--- src/rtl/fifo_wr_arbiter_pkg.sv ---
// Shared types and helpers for the FIFO write-port arbiter.
package fifo_arb_pkg;

  localparam int MAX_REQ = 16;

  typedef logic [$clog2(MAX_REQ)-1:0] req_idx_t;

  function automatic req_idx_t onehot2idx(input logic [MAX_REQ-1:0] oh);
    req_idx_t idx;
    idx = '0;
    for (int i = 0; i < MAX_REQ; i++) begin
      if (oh[i]) idx = idx | req_idx_t'(i);
    end
    return idx;
  endfunction

endpackage

--- src/rtl/fifo_wr_arbiter_if.sv ---
// Requester-side and FIFO-side signals of the write arbiter, bundled as one interface.
interface fifo_wr_arbiter_if #(
  parameter int DATA_WIDTH = 8,
  parameter int NUM_REQ    = 4
);

  logic [NUM_REQ-1:0]            req;
  logic [NUM_REQ*DATA_WIDTH-1:0] req_data;
  logic [NUM_REQ-1:0]            req_last;
  logic [NUM_REQ-1:0]            gnt;
  logic                          fifo_wr_en;
  logic [DATA_WIDTH-1:0]         fifo_data_in;
  logic                          fifo_full;

  modport master (
    output req, req_data, req_last, fifo_full,
    input  gnt, fifo_wr_en, fifo_data_in
  );

  modport slave (
    input  req, req_data, req_last, fifo_full,
    output gnt, fifo_wr_en, fifo_data_in
  );

endinterface

--- src/rtl/fifo_wr_arbiter_rr_arbiter.sv ---
// Combinational round-robin pick: first eligible request at or after rr_ptr, wrapping.
module rr_arbiter
  import fifo_arb_pkg::*;
#(
  parameter int NUM_REQ = 4
) (
  input  logic [NUM_REQ-1:0] req,
  input  logic [NUM_REQ-1:0] mask,
  input  req_idx_t           rr_ptr,
  output logic [NUM_REQ-1:0] gnt,
  output req_idx_t           gnt_idx,
  output logic               any_gnt
);

  logic [NUM_REQ-1:0] elig;
  logic [NUM_REQ-1:0] rot;
  logic [NUM_REQ-1:0] low;
  logic [MAX_REQ-1:0] gnt_ext;

  assign elig    = req & mask;
  assign any_gnt = |elig;

  // Rotate so rr_ptr sits at bit 0, take the lowest set bit, rotate back.
  assign rot = NUM_REQ'({elig, elig} >> rr_ptr);
  assign low = rot & (~rot + 1'b1);
  assign gnt = NUM_REQ'(({low, low} << rr_ptr) >> NUM_REQ);

  always_comb begin
    gnt_ext = '0;
    gnt_ext[NUM_REQ-1:0] = gnt;
  end

  assign gnt_idx = onehot2idx(gnt_ext);

endmodule

--- src/rtl/fifo_wr_arbiter.sv ---
// Round-robin sharing of one sync_fifo write port behind a one-entry output stage.
// Optional packet lock is enabled with `define FIFO_ARB_LOCK_EN.
module fifo_wr_arbiter
  import fifo_arb_pkg::*;
#(
  parameter int DATA_WIDTH = 8,
  parameter int NUM_REQ    = 4
) (
  input logic          clk,
  input logic          n_rst,
  fifo_wr_arbiter_if.slave bus
);

  logic                  out_valid;
  logic [DATA_WIDTH-1:0] out_data;
  req_idx_t              rr_ptr;
  req_idx_t              gnt_idx;
  req_idx_t              next_ptr;
  logic                  stage_ready;
  logic                  any_gnt;
  logic [NUM_REQ-1:0]    lock_mask;
  logic [NUM_REQ-1:0]    arb_mask;
  logic [NUM_REQ-1:0]    gnt;
  logic [DATA_WIDTH-1:0] sel_data;

  assign stage_ready = ~out_valid | ~bus.fifo_full;
  // No grant while the stage is blocked or reset is asserted.
  assign arb_mask    = (n_rst && stage_ready) ? lock_mask : '0;

  rr_arbiter #(
    .NUM_REQ (NUM_REQ)
  ) u_rr_arbiter (
    .req     (bus.req),
    .mask    (arb_mask),
    .rr_ptr  (rr_ptr),
    .gnt     (gnt),
    .gnt_idx (gnt_idx),
    .any_gnt (any_gnt)
  );

  always_comb begin
    sel_data = '0;
    for (int i = 0; i < NUM_REQ; i++) begin
      if (gnt[i]) sel_data = bus.req_data[i*DATA_WIDTH +: DATA_WIDTH];
    end
  end

  assign next_ptr = (gnt_idx == req_idx_t'(NUM_REQ-1)) ? '0 : gnt_idx + 1'b1;

  always_ff @(posedge clk) begin
    if (!n_rst) begin
      out_valid <= 1'b0;
      out_data  <= '0;
      rr_ptr    <= '0;
    end else if (any_gnt) begin
      out_valid <= 1'b1;
      out_data  <= sel_data;
      rr_ptr    <= next_ptr;
    end else if (bus.fifo_wr_en) begin
      out_valid <= 1'b0;
    end
  end

`ifdef FIFO_ARB_LOCK_EN
  logic     lock;
  req_idx_t lock_id;
  logic     sel_last;

  assign sel_last = |(bus.req_last & gnt);

  always_comb begin
    for (int i = 0; i < NUM_REQ; i++) begin
      lock_mask[i] = ~lock | (lock_id == req_idx_t'(i));
    end
  end

  // A beat without last opens (or continues) a packet on that requester.
  always_ff @(posedge clk) begin
    if (!n_rst) begin
      lock    <= 1'b0;
      lock_id <= '0;
    end else if (any_gnt) begin
      lock    <= ~sel_last;
      lock_id <= gnt_idx;
    end
  end
`else
  logic unused_last;

  assign lock_mask   = '1;
  assign unused_last = ^bus.req_last;
`endif

  assign bus.gnt          = gnt;
  assign bus.fifo_wr_en   = out_valid & ~bus.fifo_full;
  assign bus.fifo_data_in = out_data;

endmodule

--- src/flat_wrapper.sv ---
// flat-port wrapper written by rule: the top's interface ports become plain ports
module fifo_wr_arbiter_flat import fifo_arb_pkg::*;
#(
  parameter int DATA_WIDTH = 8,
  parameter int NUM_REQ    = 4
)
  (clk, n_rst, bus_req, bus_req_data, bus_req_last, bus_fifo_full, bus_gnt, bus_fifo_wr_en, bus_fifo_data_in);
  fifo_wr_arbiter_if #(.DATA_WIDTH(DATA_WIDTH), .NUM_REQ(NUM_REQ)) bus_i ();
  input logic clk;
  input logic n_rst;
  input wire logic [$bits(bus_i.req)-1:0] bus_req;
  input wire logic [$bits(bus_i.req_data)-1:0] bus_req_data;
  input wire logic [$bits(bus_i.req_last)-1:0] bus_req_last;
  input wire logic [$bits(bus_i.fifo_full)-1:0] bus_fifo_full;
  output wire logic [$bits(bus_i.gnt)-1:0] bus_gnt;
  output wire logic [$bits(bus_i.fifo_wr_en)-1:0] bus_fifo_wr_en;
  output wire logic [$bits(bus_i.fifo_data_in)-1:0] bus_fifo_data_in;
  assign bus_i.req = bus_req;
  assign bus_i.req_data = bus_req_data;
  assign bus_i.req_last = bus_req_last;
  assign bus_i.fifo_full = bus_fifo_full;
  assign bus_gnt = bus_i.gnt;
  assign bus_fifo_wr_en = bus_i.fifo_wr_en;
  assign bus_fifo_data_in = bus_i.fifo_data_in;
  fifo_wr_arbiter #(.DATA_WIDTH(DATA_WIDTH), .NUM_REQ(NUM_REQ)) u_core (.clk(clk), .n_rst(n_rst), .bus(bus_i));
endmodule
--- config.mk ---
export PLATFORM = sky130hd
export DESIGN_NAME = fifo_wr_arbiter_flat
export DESIGN_NICKNAME = d
export VERILOG_FILES = /design/src/rtl/fifo_wr_arbiter_pkg.sv /design/src/rtl/fifo_wr_arbiter_if.sv /design/src/rtl/fifo_wr_arbiter_rr_arbiter.sv /design/src/rtl/fifo_wr_arbiter.sv /design/src/flat_wrapper.sv
export SDC_FILE = /design/constraint.sdc
export NUM_CORES = 1
export LEC_CHECK = 0
export ABC_CLOCK_PERIOD_IN_PS = 4400
export CORE_ASPECT_RATIO = 1.75
export CORE_MARGIN = 1.5
export CORE_UTILIZATION = 41
export DETAILED_ROUTE_END_ITERATION = 16
export GPL_ROUTABILITY_DRIVEN = 1
export GPL_TIMING_DRIVEN = 1
export PLACE_DENSITY = 0.84
export SYNTH_ARGS = -nofsm -noshare
export SYNTH_HDL_FRONTEND = slang
export SYNTH_HIERARCHICAL = 1
export SYNTH_SLANG_ARGS = --single-unit
--- constraint.sdc ---
create_clock -name clk -period 4.4 [get_ports clk]
set_input_delay 0.88 -clock clk [delete_from_list [all_inputs] [get_ports clk]]
set_output_delay 0.88 -clock clk [all_outputs]
set_load 0.01 [all_outputs]
---- Yosys cells after proc, flatten, opt, wreduce, memory -nomap -nowiden ----
Index checks and enable logic that the tools add are counted.
word-level totals
  register bits ........................... 13
  output and inout port bits .............. 13
  word-level logic and storage cells ...... 29
operators by class
  $add $sub $neg .......................... 2
  eq/ne operators ......................... 1
  shifts and indexed selects .............. 2
  muxes and demuxes ....................... 11
  bitwise operators ....................... 7
  reductions and logical operators ........ 3
operator list
  kind                 count
  $mux 8               4
  $and 4x4->4          2
  $mux 4               2
  $shl 8x4->8          1
  $shr 8x4->4          1
  $add 4x1->4 const B  1
  $mux 2               2
  $not 4->4            1
  $reduce_or 4->1      1
  $add 2x1->3 const B  1
  $mux 1               3
  $eq 2x2->1 const B   1
  $not 1->1            2
  $reduce_bool 2->1    1
  $and 1x1->1          1
  $logic_and 1x1->1    1
  $or 1x1->1           1

---- Depth between registers and ports, before layout ----
Gate-level depths: netlist of the first run.
  depth after elaboration ................. 15
  mapped depth ............................ 12

---- Hierarchy ----
Netlist of the first run, hierarchy kept.
modules (own cells, without submodules)
  module           times used  cells each  area an instance (µm²)
  fifo_wr_arbiter  1           79          720.7
  rr_arbiter       1           67          440.4

---- Worst setup path before layout of the first run ----
Ideal clock, no wire load.
  path type ............................... input -> output
  start point ............................. input n_rst
  end point ............................... output bus_gnt[2]
  arrival time ............................ 3.086 ns
  required time ........................... 3.520 ns
  slack ................................... 0.434 ns
  stages on the path ...................... 7
  cells stage by stage .................... clkbuf_1 > a21boi_1 > nand2_1 > or4b_4 > nand3_2 > a211oi_1 > a211oi_1
between the ends
  longest elaborated chain between the ends .. 8
RTL lines
  what                    RTL line                          source
  start: declaration      flat_wrapper.sv:10                input logic n_rst;
  $logic_and 1x1->1 *     fifo_wr_arbiter.sv:28             assign arb_mask = (n_rst && stage_ready) ? lock_mask : '0;
  $mux 4 *                fifo_wr_arbiter.sv:28
  via u_core.arb_mask[0]  fifo_wr_arbiter.sv:22             logic [NUM_REQ-1:0] arb_mask;
  $and 4x4->4 *           fifo_wr_arbiter_rr_arbiter.sv:20  assign elig = req & mask;
  $shr 8x4->4 *           fifo_wr_arbiter_rr_arbiter.sv:24  assign rot = NUM_REQ'({elig, elig} >> rr_ptr);
  $not 4->4               fifo_wr_arbiter_rr_arbiter.sv:25  assign low = rot & (~rot + 1'b1);
  $add 4x1->4             fifo_wr_arbiter_rr_arbiter.sv:25
  $and 4x4->4 *           fifo_wr_arbiter_rr_arbiter.sv:25
  $shl 8x4->8 *           fifo_wr_arbiter_rr_arbiter.sv:26  assign gnt = NUM_REQ'(({low, low} << rr_ptr) >> NUM_REQ);
  end: declaration        flat_wrapper.sv:15                output wire logic [$bits(bus_i.gnt)-1:0] bus_gnt;
Mark *: on every way through the listed nets, which the timed path passes. The rest lies on a longest branch.

---- Final worst setup path of the first run ----
  start point ............................. input n_rst
  end point ............................... output bus_gnt[0]
Same word-level chain as after synthesis.

==> flow_summary.ini, run 1 <==
[setup_path]
cpPeakStageDelay_ps = 590
worstPathCellList = clkdlybuf4s50_1 -> a21boi_1 -> buf_4 -> nand2_1 -> or4b_4 -> nand3_2 -> a22oi_1 -> nor2_1 -> clkdlybuf4s50_1
cpMostUsedCell = clkdlybuf4s50_1
regToRegSetupSlack_ps = 1350
path_max_fanout = 14
cp-endpoint = bus_gnt[0]
endpoint_kind = output pin
r2r-start = u_core/rr_ptr[1]$_SDFFE_PN0P_
r2r_end = u_core/bus.fifo_data_in[1]$_SDFFE_PN0P_
worstSetupStartpoint = n_rst
path_class = in -> out
required_ps = 3520
reg2reg_depth = 9
cp-start-kind = input pin
slowest_stage = clkdlybuf4s50_1
cp_data_arrival_time_ps = 3360

[sta]
post-route-period-util_pct = 96.3
rsz0062_at_grt = no
finalSetupViolations = 0
maxSlewViolCount = 0
period_needed_ps = 4240
timing.slew.headroom_pct = 49.0
tightestPinTransition_ps = 764
max_freq_ghz = 0.236
tns_ps = 0
clock_skew_ps = 1.15
final-hold-violation-count = 0

[detailed_routing]
avgRoutedWirePerCell_um = 16.9
first_iter_violations = 32
drt-pass1-iter-count = 4
wl_um = 3840
drtAntennaViolNets = 0
vias = 1449
drc = 0
drt-vias-per-instance = 6.38

[logic_synthesis]
yosys.area.top_type = dfxtp_1
synth_cells = 146
synth_top_area_share_pct = 22.4
syn_area_per_cell_um2 = 7.95
synth_most_common_cell = dfxtp_1
ys_warn_count = 6
synth.ff_latch_count = 13
seq_area_frac_synth_pct = 22.4
synth_edf_count = 0
synth_ff_type = dfxtp_1
synthesis.area_um2 = 1160
ys_types = 49
synthArstFlopShare_pct = 0
synth_common_cells = dfxtp_1, a21oi_1, a22oi_1, nor2_1
ys_top_cells_by_area = dfxtp_1, a221oi_1, a22oi_1, o221ai_1, a21oi_1

[floorplan]
die_h_um = 73.4
initial_core_util_pct = 43.2
core_area_um2 = 2690
die_w_um = 43.2
rows = 25
die-area_um2 = 3170
io_pins = 56

[hold_path]
worst_hold_path_type = reg -> reg
holdCritStartpoint = u_core/out_valid$_SDFFE_PN0P_

[cts]
root_buffer = clkbuf_8
numCtsBuffers = 3
clk_pin_slew_ps = 50
clock_latency_ps = 240
cts_buffer_depth = 2
cts_setup_buffers = 0
clock_sinks = 13
htreeDepth = 1
cts_tree = yes

[layout]
n_antenna_cell = 0
register_area_um2 = 260
layout.nets = 245
multi_input_comb_area_um2 = 828
area_delta_synth_final_pct = 51.8
drive_above_1_share_pct = 10.0
fin_util_pct = 65.5
fillers = 243

[power]
peakVddDrop_mv = 0.175
p_per_area_nw_per_um2 = 319
p_leak_nw = 0.655

[placement]
port-buffer-count = 51
dp_hpwl_um = 3020
gp_congestion = 0.860

[run_status]
status = complete, no violations

[grt]
grt_antenna_before_repair = 0
grt.total_usage_pct = 25.0
grt_pass1_vias = 1397
grt_pass1_wl_um = 6180
grt_overflow = 0
grt_max_degree = 24

[run]
max-cap-violations = 0
[logic make-up after synthesis]
| group | after synthesis | share of synthesized area, % |
|---|---|---|
| AO/OA/AOI/OAI | 63 | 40.1 |
| adder cells (fa/ha/maj) | 1 | 1.08 |
| buffers and inverters | 14 | 6.57 |
| other | 1 | 0.323 |
| XOR/XNOR | 1 | 0.754 |
| AND/OR/NAND/NOR | 52 | 27.9 |
| flip-flops | 13 | 22.4 |
| multiplexers | 1 | 0.862 |
[through the flow]
stage | area (µm²) | hold slack, ps | cells | power [mW] | worst slack (ps)
floorplan | 1160 | 493 | 147 | 0.340 | 434
global placement | 1720 | 511 | 223 | 0.447 | 136
detailed placement | 1720 | 532 | 223 | 0.458 | 128
CTS | 1760 | 540 | 227 | 0.564 | 114
global route | 1760 | 611 | 227 | 0.604 | 15.1
finish | 1760 | 548 | 227 | 0.562 | 164
[repair_timing]
item,4_1_cts,5_1_grt
gates resized for setup,0,2
hold buffers,0,0
setup endpoints to repair,0,2
hold endpoints to repair,0,0
[worst max-delay path, delay by kind of cell]
family,cells,cell delay [ps]
AOI/OAI and AO/OA,2,250
buffers and inverters,3,1270
and+or+nand+nor,4,960
[worst min-delay path by stage]
stage                                                          to  slack, ps  cells past startpoint
after global placement              u_core/out_valid$_SDFFE_PN0P_        510                      2
after floorplan                     u_core/out_valid$_SDFFE_PN0P_        490                      2
after detailed placement            u_core/out_valid$_SDFFE_PN0P_        530                      2
after CTS                           u_core/out_valid$_SDFFE_PN0P_        540                      2
after global routing      u_core/bus.fifo_data_in[6]$_SDFFE_PN0P_        610                      2
final                               u_core/out_valid$_SDFFE_PN0P_        550                      2
[cell usage in the layout, fill, tap and decap left out, types with 6 or more instances in the layout]
| cell | count |
|---|---|
| a221oi_1 | 9 |
| o221ai_1 | 6 |
| a21oi_1 | 10 |
| clkdlybuf4s50_1 | 50 |
| nor2_1 | 10 |
| buf_4 | 10 |
| dfxtp_1 | 13 |
| nor2b_1 | 7 |
| nand3_1 | 6 |
| nand2_1 | 9 |
| a22oi_1 | 10 |
[layer usage]
layer | global-route usage (%) | vias up | share of wire (%)
li1 | - | 695 | -
met1 | 26.0 | 657 | 35
met2 | 43.6 | 79 | 52
met3 | 4.18 | 18 | 8.3
met4 | 18.2 | 0 | 4.5
met5 | 0 | - | 0
[where the power goes]
part	internal, mW	switching, mW	total (mW)
registers	0.138	0.0365	0.175
clock network	0.0638	0.0402	0.104
logic	0.150	0.134	0.284
total	0.352	0.211	0.562
[sequential cells by signal, summed over array words and instances, names as in the netlist]
register / flops
u_core/out_valid: 1
u_core/rr_ptr: 4
u_core/bus.fifo_data_in: 8
[layout make-up]
type                            count  area share (%)
Sequential cell                    13            14.8
Tap cell                           27            1.92
Inverter                            2           0.426
Timing Repair Buffer               61            33.4
Multi-Input combinational cell    120            47.0
Clock buffer                        4            2.56
Note: power is estimated with default switching activity, not from simulation.
==> inputs of run 2 (changes only) <==
--- a/config.mk
+++ b/config.mk
@@ -10,7 +10,6 @@
 export CORE_MARGIN = 1.5
 export CORE_UTILIZATION = 41
 export DETAILED_ROUTE_END_ITERATION = 16
-export GPL_ROUTABILITY_DRIVEN = 1
 export GPL_TIMING_DRIVEN = 1
 export PLACE_DENSITY = 0.84
 export SYNTH_ARGS = -nofsm -noshare
==> results of run 2 <==
Final layout, timing and power as in run 1 (identical DEF).
==> inputs of run 3 (changes only) <==
--- a/config.mk
+++ b/config.mk
@@ -5,7 +5,8 @@
 export SDC_FILE = /design/constraint.sdc
 export NUM_CORES = 1
 export LEC_CHECK = 0
-export ABC_CLOCK_PERIOD_IN_PS = 4400
+export ABC_CLOCK_PERIOD_IN_PS = 3900
+export CAP_MARGIN = 40
 export CORE_ASPECT_RATIO = 1.75
 export CORE_MARGIN = 1.5
 export CORE_UTILIZATION = 41
==> constraint.sdc (replaced) <==
create_clock -name clk -period 3.9 [get_ports clk]
set_input_delay 0.78 -clock clk [delete_from_list [all_inputs] [get_ports clk]]
set_output_delay 0.78 -clock clk [all_outputs]
set_load 0.01 [all_outputs]
==> flow_summary.ini, run 3 (synthesized netlist as in run 1, its figures left out) <==
[run_status]
status = complete, no violations

[setup_path]
required_ps = 3120
path_max_fanout = 9
cp-start-kind = input pin
cpPeakStageDelay_ps = 530
path_class = in -> out
cp_data_arrival_time_ps = 2920
path_delay_family = buffers and inverters
endpoint_kind = output pin
slowest_stage = or4b_4
cpMostUsedCell = a211oi_2
critPathBufInv = 3
worstPathCellList = clkdlybuf4s50_1 -> a21boi_1 -> buf_4 -> nand2_1 -> or4b_4 -> nand3_2 -> a211oi_2 -> a211oi_2 -> dlygate4sd2_1

[placement]
post-place-cells = 232
dp_hpwl_um = 3270
port-buffer-count = 51
pre_cts_slack_ps = -217
gp_congestion = 0.829

[floorplan]
die_h_um = 73.4
die_w_um = 43.2
die-area_um2 = 3170
initial_core_util_pct = 43.2
core_area_um2 = 2690
io_pins = 56
rows = 25

[power]
p_per_area_nw_per_um2 = 358
peakVddDrop_mv = 0.159
p_leak_nw = 0.710

[cts]
clock_latency_ps = 240
cts_tree = yes
clk_pin_slew_ps = 60
cts_buffer_depth = 2
htreeDepth = 1
clock_sinks = 13
root_buffer = clkbuf_8
numCtsBuffers = 3

[sta]
post-route-period-util_pct = 94.8
setup_ws_ps = 204
maxSlewViolCount = 0
rsz0062_at_grt = no
holdWs_ps = 543
finalSetupViolations = 0
tightestPinTransition_ps = 763
clock_skew_ps = 2.40
period_needed_ps = 3700
timing.slew.headroom_pct = 49.0
max_freq_ghz = 0.271
final-hold-violation-count = 0

[layout]
final_common_cell = clkdlybuf4s50_1
fin_util_pct = 69.0
layout.nets = 255
area_delta_synth_final_pct = 59.9
layout_common_cells = clkdlybuf4s50_1, buf_4, dfxtp_1
drive_above_1_share_pct = 18.1
fin_cells = 237
largest_reg_flops = 8
multi_input_comb_area_um2 = 861
register_area_um2 = 260
n_antenna_cell = 0
fillers = 219

[detailed_routing]
drc = 0
vias = 1513
first_iter_violations = 64
drtAntennaViolNets = 0
drt-pass1-iter-count = 4
wl_um = 4160
avgRoutedWirePerCell_um = 17.5
drt-vias-per-instance = 6.38

[grt]
grt_max_degree = 24
grt_antenna_before_repair = 0
grt_overflow = 0
grt_pass1_vias = 1515
grt.total_usage_pct = 27.6
grt_pass1_wl_um = 6620

[run]
max-cap-violations = 0

[hold_path]
worst_hold_path_type = reg -> reg
[run 3: cell count changes in the layout (fill, tap and decap cells not counted), sizes merged]
cell / previous run / this run
clkinv: 0 / 1
dlymetal6s2s: 1 / 0
clkbuf: 4 / 5
clkdlybuf4s50: 50 / 47
dlygate4sd2: 0 / 2
buf: 10 / 20
[run 3: cell type report]
cell class                 instances  area share (%)
clock buffer                       3            2.22
sequential                        13            14.0
clock inverter                     1           0.270
tap                               27            1.82
timing repair buffer              71            34.9
inverter                           2           0.404
multi-input combinational        120            46.4
[run 3: power breakdown]
part | total [mW] | switching (mW) | internal [mW]
Clock | 0.120 | 0.0500 | 0.0705
Sequential | 0.198 | 0.0418 | 0.156
Combinational | 0.346 | 0.165 | 0.182
Total | 0.665 | 0.256 | 0.408
[run 3: timing repair]
action,4_1_cts,5_1_grt
buffers inserted,0,1
pin swaps,1,2
endpoints found under the hold margin,0,0
gates resized for setup,8,6
endpoints found under the setup margin,4,3
hold buffers,0,0
[run 3: worst paths after layout]
| path | start | endpoint | slack (ps) | cells after the start |
|---|---|---|---|---|
| min | u_core/out_valid$_SDFFE_PN0P_ | u_core/out_valid$_SDFFE_PN0P_ | 540 | 2 |
| min reg2reg | u_core/out_valid$_SDFFE_PN0P_ | u_core/out_valid$_SDFFE_PN0P_ | 540 | 2 |
| max | n_rst | bus_gnt[2] | 200 | 9 |
| max reg2reg | u_core/rr_ptr[1]$_SDFFE_PN0P_ | u_core/rr_ptr[0]$_SDFFE_PN0P_ | 750 | 10 |
[run 3: tightest hold or removal path, stage by stage, from the launching register on]
cell	delay, ps
dfxtp_1	320
a21oi_1	120
nor2b_1	50
[run 3: metal layers]
metal / part of all wire, % / wire (µm) / up-vias / track usage (%)
li1: - / - / 715 / -
met1: 34 / 1400 / 713 / 24.7
met2: 56 / 2320 / 71 / 55.1
met3: 7.0 / 290 / 14 / 3.69
met4: 3.6 / 148 / 0 / 16.5
met5: 0 / 0 / - / 0
[run 3: metrics by stage]
| step | instance area [µm²] | total power, mW | TNS (ps) |
|---|---|---|---|
| 2_1_floorplan | 1160 | 0.384 | 0 |
| 4_1_cts | 1850 | 0.657 | 0 |
| 3_3_place_gp | 1780 | 0.519 | -475 |
| 6_report | 1860 | 0.665 | 0 |
| 5_1_grt | 1860 | 0.707 | 0 |
| 3_5_place_dp | 1780 | 0.533 | -641 |
